[src/rtl/pipe_stage_reg.sv]
// Parametrised pipeline boundary register: DEPTH chained stages of valid/data/ctrl
// with stall, flush and bubble insertion, plus saturating stall/bubble counters.
module pipe_stage_reg #(
  parameter int DATA_W = 32,
  parameter int CTRL_W = 8,
  parameter int DEPTH  = 1
) (
  input  logic              clk_i,
  input  logic              rst_i,
  input  logic              stall_i,
  input  logic              flush_i,
  input  logic              bubble_i,
  input  logic              valid_i,
  input  logic [DATA_W-1:0] data_i,
  input  logic [CTRL_W-1:0] ctrl_i,
  output logic              valid_o,
  output logic [DATA_W-1:0] data_o,
  output logic [CTRL_W-1:0] ctrl_o,
  output logic [2:0]        occ_o,
  output logic [15:0]       stall_cnt_o,
  output logic [15:0]       bubble_cnt_o
);

  if (DEPTH < 1 || DEPTH > 4) begin : g_bad_depth
    $error("pipe_stage_reg: DEPTH must be in 1..4");
  end

  logic [DEPTH-1:0]  valid;
  logic [DATA_W-1:0] data [DEPTH];
  logic [CTRL_W-1:0] ctrl [DEPTH];
  logic [15:0]       stall_cnt;
  logic [15:0]       bubble_cnt;

  // ctrl is cleared alongside valid on every path so invalid entries never carry enables
  always_ff @(posedge clk_i) begin
    if (rst_i) begin
      for (int k = 0; k < DEPTH; k++) begin
        valid[k] <= 1'b0;
        data[k]  <= '0;
        ctrl[k]  <= '0;
      end
    end else if (flush_i) begin
      for (int k = 0; k < DEPTH; k++) begin
        valid[k] <= 1'b0;
        ctrl[k]  <= '0;
      end
    end else if (stall_i) begin
      valid <= valid;
    end else begin
      for (int k = 1; k < DEPTH; k++) begin
        valid[k] <= valid[k-1];
        data[k]  <= data[k-1];
        ctrl[k]  <= ctrl[k-1];
      end
      if (bubble_i) begin
        valid[0] <= 1'b0;
        ctrl[0]  <= '0;
      end else begin
        valid[0] <= valid_i;
        data[0]  <= data_i;
        ctrl[0]  <= valid_i ? ctrl_i : '0;
      end
    end
  end

  always_ff @(posedge clk_i) begin
    if (rst_i) begin
      stall_cnt  <= '0;
      bubble_cnt <= '0;
    end else if (!flush_i) begin
      if (stall_i) begin
        if (stall_cnt != 16'hFFFF) stall_cnt <= stall_cnt + 16'd1;
      end else if (bubble_i) begin
        if (bubble_cnt != 16'hFFFF) bubble_cnt <= bubble_cnt + 16'd1;
      end
    end
  end

  always_comb begin
    occ_o = '0;
    for (int k = 0; k < DEPTH; k++) begin
      occ_o = occ_o + {2'b00, valid[k]};
    end
  end

  assign valid_o      = valid[DEPTH-1];
  assign data_o       = data[DEPTH-1];
  assign ctrl_o       = ctrl[DEPTH-1];
  assign stall_cnt_o  = stall_cnt;
  assign bubble_cnt_o = bubble_cnt;

endmodule

[config.mk]
export PLATFORM = sky130hd
export DESIGN_NAME = pipe_stage_reg
export DESIGN_NICKNAME = d
export VERILOG_FILES = /design/src/rtl/pipe_stage_reg.sv
export SDC_FILE = /design/constraint.sdc
export NUM_CORES = 1
export LEC_CHECK = 0
export BUFFER_PORTS_ARGS = -buffer_cell sky130_fd_sc_hd__buf_2
export CORE_MARGIN = 2
export CORE_UTILIZATION = 45
export CTS_CLUSTER_DIAMETER = 80
export DETAILED_ROUTE_END_ITERATION = 6
export PLACE_DENSITY = 0.86
export SKIP_LAST_GASP = 1
export SYNTH_ARGS = -nofsm -noshare
export SYNTH_HDL_FRONTEND = slang
export SYNTH_SLANG_ARGS = --single-unit
[constraint.sdc]
create_clock -name clk_i -period 2.5 [get_ports clk_i]
set_input_delay 0.5 -clock clk_i [delete_from_list [all_inputs] [get_ports clk_i]]
set_output_delay 0.5 -clock clk_i [all_outputs]
set_load 0.05 [all_outputs]
==> flow_summary.toml, run 1 <==
[placement]
dpl.hpwl_um = 5120
portBuffers = 119
placed_cells = 502
gp_congestion = 0.840

[drt]
drc = 0
final_antenna_net_count = 0
drtPass1Iterations = 4
vias = 2752
initialDrtViolationCount = 97
wl_per_cell_um = 13.9
wl_um = 7180
vias_per_cell = 5.31

[clock_network]
h-tree-depth = 3
postCtsHoldBufs = 0
cts_root_buf = "clkbuf_8"
cts_setup_buffers = 0
cts_buffers = 9
cts_resized = 0
cts_buffer_depth = 2
path_clk_slew_ps = 80
clk_latency_ps = 340
clock_sinks = 73
cts_tree = "built"

[setup_path]
slowest_delay_ps = 550
start_kind = "flop"
crit_type = "reg2reg"
rr_startpoint = "bubble_cnt_o[0]$_SDFFE_PP0P_"
endpoint_kind = "flop"
worstPathRequired_ps = 2770
arrival_ps = 2280
crit_start = "bubble_cnt_o[0]$_SDFFE_PP0P_"
slowest_stage = "or4_1"
worstPathMaxFanout = 9
critical_path.cell_chain = "ha_1 -> and3_1 -> nand4_1 -> or4_1 -> a21oi_1"

[yosys]
netlist_instances = 292
ys_seq_elements = 73
yosysUniqueCellTypes = 41
synth-main-ff-cell = "edfxtp_1"
yosys_warnings = 0
seq_area_frac_synth_pct = 58.4
synth_most_common_cell = "edfxtp_1"
netlist_area_um2 = 3190
synth-edff-count = 40
synth_top_cell_by_area = "edfxtp_1"
synth_top_area_share_pct = 37.6
avgSynthCellArea_um2 = 10.9
synth.top_cells.by_area = "edfxtp_1, dfxtp_1, and2_1"
synthArstFlopShare_pct = 0
ys_top_cells_by_count = "edfxtp_1, dfxtp_1, and2_1"

[floorplanning]
fp.dieArea_um2 = 7780
die_h_um = 88.2
start_util_pct = 46.7
ios = 122
chipWidth_um = 88.2
rows = 30
fp.coreArea_um2 = 6830

[sta]
setup_viol = 0
fmax_mhz = 499
maxSlewViolCount = 0
rsz0062_at_grt = "false"
finalClockSkew_ps = 4.19
period_minus_slack_ps = 2000
hold_viol = 0
tightest_slew_ps = 751
fin_crit_sh_pct = 80.1
slew_headroom_pct = 49.5
tns_ps = 0

[layout]
instances_no_fill = 518
ff_latch_area_um2 = 1860
fin_nets = 465
drive_above_1_share_pct = 35.8
syn2layout_area_growth_pct = 30.0
diodes = 0
multi_input_area_um2 = 1260
fill_cells = 585

[pwr]
seq_power_share_pct = 48.0
p_per_area_nw_per_um2 = 666
peakVddDrop_mv = 0.373
leakagePower_nw = 1.73
p_sw_w = 0.000707
clockPowerShare_pct = 40.3
swShare_pct = 25.6
comb_power_share_pct = 11.7
intPower_w = 0.00205

[status]
status = "finished, final reports clean"

[global_routing]
grt_overflow = 0
grt_usage_pct = 18.4
grt_pass1_vias = 2530
antenna_found_initial = 0
grt_pass1_wl_um = 11300
grt_max_degree = 42

[min_path]
min-delay-start = "data_i[14]"
min_path_type = "in2reg"

[run]
drv_cap = 0
==> routing by layer <==
| layer | global-route usage (%) | share of wire (%) |
|---|---|---|
| met2 | 31.4 | 47 |
| met1 | 22.7 | 43 |
| met4 | 7.44 | 1.3 |
| met3 | 3.96 | 9.1 |
| met5 | 0 | 0 |
==> area by class of cell <==
cell class	instances	share of cell area (%)
clock buffer	10	3.08
clock inverter	6	2.78
inverter	5	0.452
multi-input combinational	203	30.5
sequential	73	44.9
tap	96	2.90
timing repair buffer	125	15.4
==> placed cells by master (no fill, tap or decap), types with 4 or more instances in the layout <==
master	netlist	routed
buf_2	0	119
edfxtp_1	40	40
or3_1	6	6
nand2_1	8	8
mux2_2	6	6
nor2b_1	6	6
o21ai_0	10	10
and3_1	10	10
or4_1	6	6
o31ai_1	6	6
a31oi_1	4	4
nor2_1	16	16
a21oi_1	17	17
and2_1	32	32
buf_4	3	6
dfxtp_1	33	33
nand4_1	11	11
nor4_1	9	8
inv_1	5	5
nand3_1	12	12
nor3_1	14	14
clkbuf_8	0	9
==> state kept, by name, summed over array words and instances, names as in the netlist <==
register / count
data: 32
bubble_cnt_o: 16
stall_cnt_o: 16
ctrl: 8
valid_o: 1
==> final timing paths <==
check / end / slack [ps] / cells past startpoint
worst max-delay path: bubble_cnt_o[10]$_SDFFE_PP0P_ / 500 / 5
worst min-delay path: data[0][14]$_SDFFCE_PN0P_ / 430 / 2
worst max register to register: bubble_cnt_o[10]$_SDFFE_PP0P_ / 500 / 5
worst min register to register: bubble_cnt_o[15]$_SDFFE_PP0P_ / 510 / 2
==> critical path: cells and delay by family (launching register included) <==
kind	cells	cell delay [ps]
AOI/OAI and AO/OA	1	160
adders and majority gates	1	300
DFF	1	410
and+or+nand+nor	3	1070
==> logic make-up after synthesis <==
group / after synthesis / share of synthesized area (%)
compound gates: 45 / 8.47
flops: 73 / 58.4
fa+ha+maj: 2 / 0.784
simple gates: 145 / 26.9
mux: 9 / 3.06
buf+inv: 17 / 2.35
other cells: 1 / 0.118
==> stage by stage <==
step | area (um^2) | hold WS [ps] | util [%] | setup slack (ps) | power (W)
2_1_floorplan | 3190 | 609 | - | 153 | 0.00158
3_3_place_gp | 3910 | 476 | 57.2 | 284 | 0.00167
3_5_place_dp | 3910 | 501 | 57.2 | 226 | 0.00168
4_1_cts | 4150 | 414 | 60.7 | 512 | 0.00279
5_1_grt | 4150 | 422 | 60.7 | 283 | 0.00285
6_report | 4150 | 428 | 60.7 | 497 | 0.00276
==> power groups by stage <==
stage	Clock (W)	Combinational, W	Sequential, W
CTS	0.00114	0.000325	0.00133
floorplan	0	0.0000531	0.00153
finish	0.00111	0.000322	0.00133
global placement	0	0.000321	0.00135
global route	0.00118	0.000341	0.00133
detailed placement	0	0.000324	0.00135
(Power assumes the default switching activity.)
==> run 2, diff against run 1 <==
Settings changed: CORE_UTILIZATION 45 to 44, PLACE_DENSITY 0.86 to 0.88.
Clock period 2.5 ns to 1.8 ns, I/O delays scaled along.
==> flow_summary.toml, run 2 (synthesis gave the netlist of run 1 again) <==
[status]
status = "finished, final reports clean"

[sta]
hold_viol = 0
setup_viol = 0
maxSlewViolCount = 0
tns_ps = 0
fin_crit_sh_pct = 97.7
rsz0062_at_grt = "true"
fmax_mhz = 569
finalClockSkew_ps = 7.55
period_minus_slack_ps = 1760

[clock_network]
cts_buffers = 9
cts_root_buf = "clkbuf_8"
cts_buffer_depth = 2
h-tree-depth = 3
path_clk_slew_ps = 80
cts_tree = "built"
clock_sinks = 73
postCtsHoldBufs = 0
clk_latency_ps = 330

[drt]
wl_per_cell_um = 14.5
final_antenna_net_count = 0
drtPass1Iterations = 4
wl_um = 7800
drc = 0
initialDrtViolationCount = 94
vias_per_cell = 5.27
vias = 2833

[pwr]
p_per_area_nw_per_um2 = 833
peakVddDrop_mv = 0.417
finalPower_w = 0.00365
leakagePower_nw = 1.86

[min_path]
min-delay-start = "data_i[4]"
min_path_type = "in2reg"
hold_depth = 2
hold_path_end = "data[0][4]$_SDFFCE_PN0P_"

[setup_path]
crit_type = "reg2reg"
arrival_ps = 1980
rr_startpoint = "bubble_cnt_o[15]$_SDFFE_PP0P_"
r2r_setup_slack_ps = 40
worstPathRequired_ps = 2020
worstPathMaxFanout = 7
endpoint_kind = "flop"
rr_worst_depth = 4
start_kind = "flop"
timing.rr.end = "bubble_cnt_o[13]$_SDFFE_PP0P_"

[layout]
drive_above_1_share_pct = 46.0
instances_no_fill = 538
final_util_pct = 61.4
diodes = 0
ff_latch_area_um2 = 1910
final_cell_mix = "buf_2, edfxtp_1, and2_1, dfxtp_2, buf_4"
layout_commonest_cell = "buf_2"
largest_register_ffs = 32
multi_input_area_um2 = 1340
fill_cells = 605
fin_nets = 482
max_flop_register = "data"
syn2layout_area_growth_pct = 37.4

[placement]
placed_cells = 517
dpl.hpwl_um = 5610
gp_congestion = 0.808
portBuffers = 119

[floorplanning]
start_util_pct = 44.7
fp.dieArea_um2 = 7950
chipWidth_um = 89.2
fp.coreArea_um2 = 7140
rows = 31
ios = 122
die_h_um = 89.2

[global_routing]
grt_usage_pct = 18.6
grt_pass1_wl_um = 11500
grt_max_degree = 42
grt_overflow = 0
antenna_found_initial = 0
grt_pass1_vias = 2487

[run]
drv_cap = 0
-- run 2: worst max path at each step --
| stage | startpoint | end | slack, ps | depth (start not counted) |
|---|---|---|---|---|
| floorplan | stall_cnt_o[0]$_SDFFE_PP0P_ | stall_cnt_o[7]$_SDFFE_PP0P_ | -60 | 6 |
| global placement | stall_i | bubble_cnt_o[15]$_SDFFE_PP0P_ | -120 | 5 |
| detailed placement | stall_i | bubble_cnt_o[7]$_SDFFE_PP0P_ | -170 | 6 |
| CTS | bubble_cnt_o[0]$_SDFFE_PP0P_ | bubble_cnt_o[10]$_SDFFE_PP0P_ | 70 | 6 |
| global route | bubble_cnt_o[15]$_SDFFE_PP0P_ | bubble_cnt_o[13]$_SDFFE_PP0P_ | -60 | 4 |
| finish | bubble_cnt_o[15]$_SDFFE_PP0P_ | bubble_cnt_o[13]$_SDFFE_PP0P_ | 40 | 4 |
-- run 2: metrics by stage --
| step | setup slack (ps) | hold slack, ps | cell area [um^2] |
|---|---|---|---|
| global route | -55.8 | 285 | 4380 |
| CTS | 70.0 | 281 | 4330 |
| detailed placement | -166 | 469 | 4120 |
| global placement | -121 | 451 | 4120 |
| floorplan | -57.6 | 469 | 3290 |
| finish | 41.8 | 295 | 4380 |
-- run 2: critical path, stage by stage (launching register included) --
cell and delay [ps]:
dfxtp_1 400, nand4_1 360, o2111ai_1 530, nor3_2 80, mux2_2 280
-- run 2: what timing repair did --
item,4_1_cts,5_1_grt
endpoints found under the setup margin,0,7
hold endpoints to repair,0,0
setup buffers,0,4
resized for setup,0,4
-- run 2: layout make-up --
type,instances,area share (%)
clock inverter,5,1.66
timing repair buffer,142,18.1
tap,99,2.83
multi-input combinational,203,30.5
clock buffer,11,3.00
inverter,5,0.428
sequential,73,43.5
-- run 2: metal layers --
layer	up-vias	GRT usage (%)	wire length, um	share of wire, %
li1	1380	-	-	-
met1	1316	22.6	3380	43
met2	127	32.1	3680	47
met3	10	4.52	641	8.2
met4	0	6.78	95	1.2
met5	-	0	0	0
-- run 2: report_power, final --
part | total (W) | internal (W) | switching (W)
clock | 0.00134 | 0.000771 | 0.000572
sequential | 0.00184 | 0.00182 | 0.0000197
combinational | 0.000471 | 0.000120 | 0.000352
